===== src/rtl/dbus_req_buffer.sv =====
// Purpose: buffers the Memory-stage data request and holds it on dbus through the addr_ok/data_ok handshake.
// Latency: dreq.valid 1 cycle after m_dreq.valid in IDLE; response to Memory 1 cycle after dbus data_ok.
// Backpressure: stall is held until the response is in DONE; DONE persists until advance.
//
// Ports (flattened bus records):
//   clk, reset            clock and synchronous active-high reset
//   m_dreq  [71:0]  in    {valid, addr[31:0], size[2:0], strobe[3:0], data[31:0]} from Memory
//   m_dresp [33:0]  out   {addr_ok, data_ok, data[31:0]} registered response to Memory
//   dreq    [71:0]  out   request to dbus, same layout as m_dreq
//   dresp   [33:0]  in    response from dbus, same layout as m_dresp
//   advance         in    Memory-stage instruction retires this cycle
//   stall           out   stall request to the hazard unit
//   misalign        out   current request was misaligned (meaningful in DONE only)
// Size encoding: 0 = MSIZE1, 1 = MSIZE2, 2 = MSIZE4.
module dbus_req_buffer #(
    parameter logic ALIGN_CHECK = 1'b1
) (
    input  logic        clk,
    input  logic        reset,
    input  logic [71:0] m_dreq,
    output logic [33:0] m_dresp,
    output logic [71:0] dreq,
    input  logic [33:0] dresp,
    input  logic        advance,
    output logic        stall,
    output logic        misalign
);

    localparam logic [1:0] IDLE = 2'd0;
    localparam logic [1:0] REQ  = 2'd1;
    localparam logic [1:0] WAIT = 2'd2;
    localparam logic [1:0] DONE = 2'd3;

    localparam logic [2:0] MSIZE2 = 3'd1;
    localparam logic [2:0] MSIZE4 = 3'd2;

    logic        m_valid;
    logic [31:0] m_addr;
    logic [2:0]  m_size;
    logic [3:0]  m_strobe;
    logic [31:0] m_data;
    logic        bus_addr_ok;
    logic        bus_data_ok;
    logic [31:0] bus_rdata;

    assign m_valid     = m_dreq[71];
    assign m_addr      = m_dreq[70:39];
    assign m_size      = m_dreq[38:36];
    assign m_strobe    = m_dreq[35:32];
    assign m_data      = m_dreq[31:0];
    assign bus_addr_ok = dresp[33];
    assign bus_data_ok = dresp[32];
    assign bus_rdata   = dresp[31:0];

    logic [1:0]  state;
    logic [31:0] buf_addr;
    logic [2:0]  buf_size;
    logic [3:0]  buf_strobe;
    logic [31:0] buf_data;
    logic [31:0] resp_data;
    logic        mis_q;
    logic        aligned;

    always_comb begin
        aligned = 1'b1;
        case (m_size)
            MSIZE2:  aligned = ~m_addr[0];
            MSIZE4:  aligned = (m_addr[1:0] == 2'b00);
            default: aligned = 1'b1;
        endcase
    end

    always_ff @(posedge clk) begin
        if (reset) begin
            state      <= IDLE;
            buf_addr   <= '0;
            buf_size   <= '0;
            buf_strobe <= '0;
            buf_data   <= '0;
            resp_data  <= '0;
            mis_q      <= 1'b0;
        end else begin
            case (state)
                IDLE: begin
                    if (m_valid) begin
                        buf_addr   <= m_addr;
                        buf_size   <= m_size;
                        buf_strobe <= m_strobe;
                        buf_data   <= m_data;
                        if (ALIGN_CHECK && !aligned) begin
                            // Never reaches the bus; answer Memory directly with zero data.
                            resp_data <= '0;
                            mis_q     <= 1'b1;
                            state     <= DONE;
                        end else begin
                            mis_q <= 1'b0;
                            state <= REQ;
                        end
                    end
                end
                REQ: begin
                    if (bus_addr_ok && bus_data_ok) begin
                        resp_data <= bus_rdata;
                        state     <= DONE;
                    end else if (bus_addr_ok) begin
                        state <= WAIT;
                    end
                end
                WAIT: begin
                    if (bus_data_ok) begin
                        resp_data <= bus_rdata;
                        state     <= DONE;
                    end
                end
                default: begin
                    // DONE: Memory keeps valid high for stores, so only advance
                    // may leave; this is what keeps a store from being re-issued.
                    if (advance) begin
                        state <= IDLE;
                    end
                end
            endcase
        end
    end

    // Outputs are decoded from state, so the bus request drops in the same
    // cycle reset is applied and no dresp path reaches dreq combinationally.
    always_comb begin
        dreq     = {(state == REQ) && !reset, buf_addr, buf_size, buf_strobe, buf_data};
        m_dresp  = '0;
        stall    = 1'b0;
        misalign = 1'b0;
        if (!reset) begin
            case (state)
                IDLE: stall = m_valid;
                REQ:  stall = 1'b1;
                WAIT: stall = 1'b1;
                default: begin
                    m_dresp  = {2'b11, resp_data};
                    misalign = mis_q;
                end
            endcase
        end
    end

endmodule


===== config.mk =====
export PLATFORM = sky130hd
export DESIGN_NAME = dbus_req_buffer
export DESIGN_NICKNAME = d
export VERILOG_FILES = /design/src/rtl/dbus_req_buffer.sv
export SDC_FILE = /design/constraint.sdc
export NUM_CORES = 1
export LEC_CHECK = 0
export BUFFER_PORTS_ARGS = -buffer_cell sky130_fd_sc_hd__buf_2
export CAP_MARGIN = 10
export CORE_MARGIN = 2
export CORE_UTILIZATION = 40
export DETAILED_ROUTE_END_ITERATION = 12
export MAX_ROUTING_LAYER = met4
export PLACE_DENSITY = 0.72
export SYNTH_ARGS = -nofsm -noshare
export SYNTH_HDL_FRONTEND = slang
export SYNTH_SLANG_ARGS = --single-unit

===== constraint.sdc =====
create_clock -name clk -period 3.7 [get_ports clk]
set_input_delay 0.74 -clock clk [delete_from_list [all_inputs] [get_ports clk]]
set_output_delay 0.74 -clock clk [all_outputs]
set_load 0.005 [all_outputs]

# Yosys cells after proc, flatten, opt, wreduce, memory -nomap -nowiden
# Cells that the tools add are included.
classes:
  reduce_logical: 12
  mux: 20
  n_eq_ne: 9
  n_bitwise: 1
ops:
  columns: ["operator", "count"]
  rows:
  - ["$mux 32", 4]
  - ["$pmux 32 s3", 1]
  - ["$mux 34", 2]
  - ["$mux 2", 6]
  - ["$ne 2x2->1 const B", 4]
  - ["$pmux 2 s3", 1]
  - ["$reduce_and 5->1", 1]
  - ["$logic_not 2->1", 2]
  - ["$mux 1", 4]
  - ["$pmux 1 s2", 2]
  - ["$reduce_and 4->1", 1]
  - ["$reduce_bool 4->1", 1]
  - ["$eq 3x1->1 const B", 1]
  - ["$eq 3x2->1 const B", 1]
  - ["$ne 3x3->1 const B", 1]
  - ["$reduce_bool 3->1", 1]
  - ["$reduce_or 3->1", 1]
  - ["$eq 2x1->1 const B", 1]
  - ["$eq 2x2->1 const B", 1]
  - ["$logic_and 1x1->1", 2]
  - ["$reduce_and 2->1", 1]
  - ["$reduce_or 2->1", 1]
  - ["$logic_not 1->1", 1]
  - ["$not 1->1", 1]
word_totals:
  regBits: 106

# Depth between registers and ports, before layout
depth:
  ltp_word: 5
  ltp_mapped: 7
  ltp_nobuf: 6

# Worst setup path after synthesis
# No wires, ideal clock.
synth_path:
  path_type: "input to output"
  start: "input port reset"
  end: "output port m_dresp[23]"
  cell_stages: 4
  required_ns: 2.960
  t_arrival_ns: 1.583
  path_slack_ns: 1.377
  n_path_buf: 2
  cell_sequence: "clkbuf_1 nor2b_1 clkbuf_1 and2_1"
synth_between:
  elab_chain_len: 1
synth_lines:
  columns: ["item", "line_no", "source"]
  rows:
  - ["start, declared", "19", "input logic reset,"]
  - ["$mux 34", "133", "if (!reset) begin"]
  - ["end, declared", "21", "output logic [33:0] m_dresp,"]
# Every way passes these cells.

# Worst setup path in the final report
layout_path:
  start: "register state[1]"
  end: "output port m_dresp[18]"
layout_between:
  elab_chain_len: 4
  word_cells_on_any_way: 6
  classes_between: "eq/ne (2); mux (2); reduce/logical (2)"
layout_lines:
  columns: ["item", "line_no", "source"]
  rows:
  - ["start, declared", "55", "logic [1:0] state;"]
  - ["start signal, assigned", "75", "state <= IDLE;"]
  - ["start signal, assigned", "94", "state <= DONE;"]
  - ["start signal, assigned", "97", "state <= REQ;"]
  - ["$eq 2x1->1, or another cell as far along", "134", "case (state)"]
  - ["$reduce_or 3->1 (no source line) *", null, null]
  - ["$mux 34 *", "134", null]
  - ["$mux 34 *", "133", null]
# Mark *: on every way between the ends. The rest lies on a longest branch, timed or not.

==> flow_summary_export.csv <==
group,metric,value,unit
run_status,outcome,"finished, final reports clean",
placement,gp_congestion,0.7600,
timing,setup_viol,0,
hold_path,hp-start,"buf_addr[1]",
cts,cts_tree,"done",
placement,dp_hpwl,8.119,mm
synth,yosysSeqAreaShare,48.96,%
worst_setup_path,worstSetupStartpointType,"flip-flop",
synth,synthesis.area,4334,um^2
synth,synth_nets,641,
timing,worst_slew_pin_slew,0.8395,ns
die,ioPinCount,217,
timing,grt_setup_unrepaired,"no",
synth,yosysWarnings,0,
global_routing,grt-ovfl-total,0,
cts,clock-root-buffer,"clkbuf_8",
cells_and_area,syn_to_final_growth,32.04,%
cts,h-tree-depth,3,
detailed_routing,totalWireLength,11.22,mm
worst_setup_path,arrival,1.87,ns
cells_and_area,final_area,5723,um^2
detailed_routing,drt-vias-per-instance,4.740,
worst_setup_path,worst-r2r-cell-count,7,
timing,fin_tns_setup,0,ns
global_routing,grt_pass1_vias,3980,
cts,hold_buffers,0,
global_routing,grt_use_total,19.47,%
synth,synth.ff_latch_count,106,
placement,dpl_worst_slack,1.299,ns
timing,slew_headroom,43.84,%
die,start_util,40.51,%
cells_and_area,drive_gt1_share,33.70,%
cts,clkTransAtPathRegs,0.10,ns
cts,clock_path_buffers,2,
timing,period_needed,2.609,ns
timing,hold_violations,0,
worst_setup_path,worstPathRequired,2.96,ns
hold_path,whs_path_depth,2,
pwr,peakVddDrop,0.2674,mV
cts,clk_latency,0.37,ns
global_routing,grt_pass1_wl,17.60,mm
worst_setup_path,r2r_start,"state[1]",
cells_and_area,final_common_cell,"buf_2",
die,core,10700,um^2
die,dieArea,11680,um^2
pwr,powerDensity,614.0,nW/um^2
timing,fin_skew,0.01438,ns
cells_and_area,fin_nets,838,
detailed_routing,drtPass1Iterations,4,
hold_path,hp-class,"reg -> reg",
worst_setup_path,r2r_end,"resp_data[13]",
synth,synth_cell_type_count,27,
placement,port_buffers,216,
die,die_h,108.1,um
die,die_x,108.1,um
detailed_routing,final_antenna_net_count,0,
pwr,power,3.514,mW
die,fp-row-count,38,
synth,syn_inst,528,
cells_and_area,num-fill-cells,1012,
cts,numCtsBuffers,9,
global_routing,antenna_found_initial,0,
global_routing,grt_max_degree,73,
pwr,leakage,2.829,nW
cells_and_area,n_antenna_cell,0,
worst_setup_path,path_max_fanout,32,
cts,post-cts-setup-buffers,0,
placement,placed_cell_area,5489,um^2
cts,clock-sinks,106,
detailed_routing,drc,0,
timing,fmax,383.4,MHz
timing,setup_ws,1.091,ns
worst_setup_path,rrSetupSlack,1.60,ns
detailed_routing,wire_per_inst,12.90,um
worst_setup_path,cp-startpoint,"state[1]",
detailed_routing,drt_iter0_markers,221,
flow_run,cap_violations,0,
cells_and_area,layout_common_cells,"buf_2, nand2_1, dfxtp_1, a21oi_1",
cts,cts.repair.resized,0,
detailed_routing,vias,4124,
timing,period_share,70.50,%
worst_setup_path,worstSetupEndpointType,"output pin",
timing,drv_slew,0,
worst_setup_path,worst-setup-path-type,"reg -> out",
hold_path,min_to,"buf_addr[1]",
synth,avgSynthCellArea,8.209,um^2
## where the power goes
part	total [mW]	internal (mW)	switching, mW
clock	0.821	0.408	0.413
sequential	1.43	1.34	0.0959
combinational	1.26	0.518	0.743
## critical path, cell delays in order (launching register included)
cell	delay [ns]
dfxtp_1	0.41
ha_1	0.30
nor2b_2	0.23
buf_4	0.28
and2_1	0.17
buf_2	0.11
## cells in the mapped netlist
master,n,area [um^2]
a2111oi_4,1,27.53
a21oi_1,73,365.4
a311oi_1,1,8.760
a31o_1,1,8.760
a41oi_1,1,8.760
and2_1,35,219.0
buf_2,7,35.03
buf_4,1,7.510
buf_6,3,33.78
clkbuf_1,27,101.4
dfxtp_1,106,2122
ha_1,4,50.05
inv_1,3,11.26
mux2i_1,33,330.3
nand2_1,178,668.1
nand2b_1,34,212.7
nand3_1,2,10.01
nand3b_1,1,7.510
nand4_1,1,6.260
nand4bb_1,1,11.26
nor2_1,4,15.01
nor2b_1,5,31.28
nor4b_1,1,8.760
o21a_1,1,7.510
o21ai_0,2,10.01
o21ai_2,1,8.760
or4_1,1,7.510
## kinds of logic after synthesis
family / count (synthesis) / synth area share [%]
simple gates: 263 / 27.63
flops: 106 / 48.96
compound gates: 81 / 10.28
buf+inv: 41 / 4.359
mux: 33 / 7.621
fa+ha+maj: 4 / 1.155
## layout make-up
class | count | area, um^2 | area share, %
sequential | 106 | 2122 | 37.08
clock buffer | 10 | 137.6 | 2.405
tap | 140 | 175.2 | 3.061
clock inverter | 6 | 96.34 | 1.683
timing repair buffer | 224 | 1141 | 19.94
multi-input combinational | 381 | 2039 | 35.64
inverter | 3 | 11.26 | 0.1968
## through the flow
| step | cells | util [%] | hold WS [ns] |
|---|---|---|---|
| after floorplan | 528 | - | 0.4317 |
| after global placement | 854 | 51.31 | 0.4400 |
| after detailed placement | 854 | 51.31 | 0.4431 |
| after CTS | 870 | 53.50 | 0.4584 |
| after global routing | 870 | 53.50 | 0.4715 |
| final | 870 | 53.50 | 0.4570 |
## routing by layer
| layer | track usage (%) | wire length, um | vias to the layer above |
|---|---|---|---|
| met3 | 4.219 | 704 | 18 |
| met5 | - | 0 | - |
| met4 | 9.066 | 240 | 0 |
| met2 | 33.69 | 5559 | 148 |
| li1 | - | - | 2084 |
| met1 | 21.33 | 4720 | 1874 |
## state kept, by name, indices dropped and copies added (netlist names)
signal and count:
buf_addr 32, resp_data 32, mis_q 1, buf_strobe 4
buf_data 32, buf_size 3, state 2
## worst max path at each step
stage / slack (ns) / cells after the start / to
final: 1.09 / 5 / m_dresp[18]
after global placement: 1.33 / 4 / dreq[71]
after global routing: 0.94 / 5 / m_dresp[0]
after detailed placement: 1.30 / 4 / dreq[71]
after CTS: 1.06 / 5 / m_dresp[18]
after floorplan: 1.38 / 4 / m_dresp[23]
Note: power is estimated with default switching activity, not from simulation.
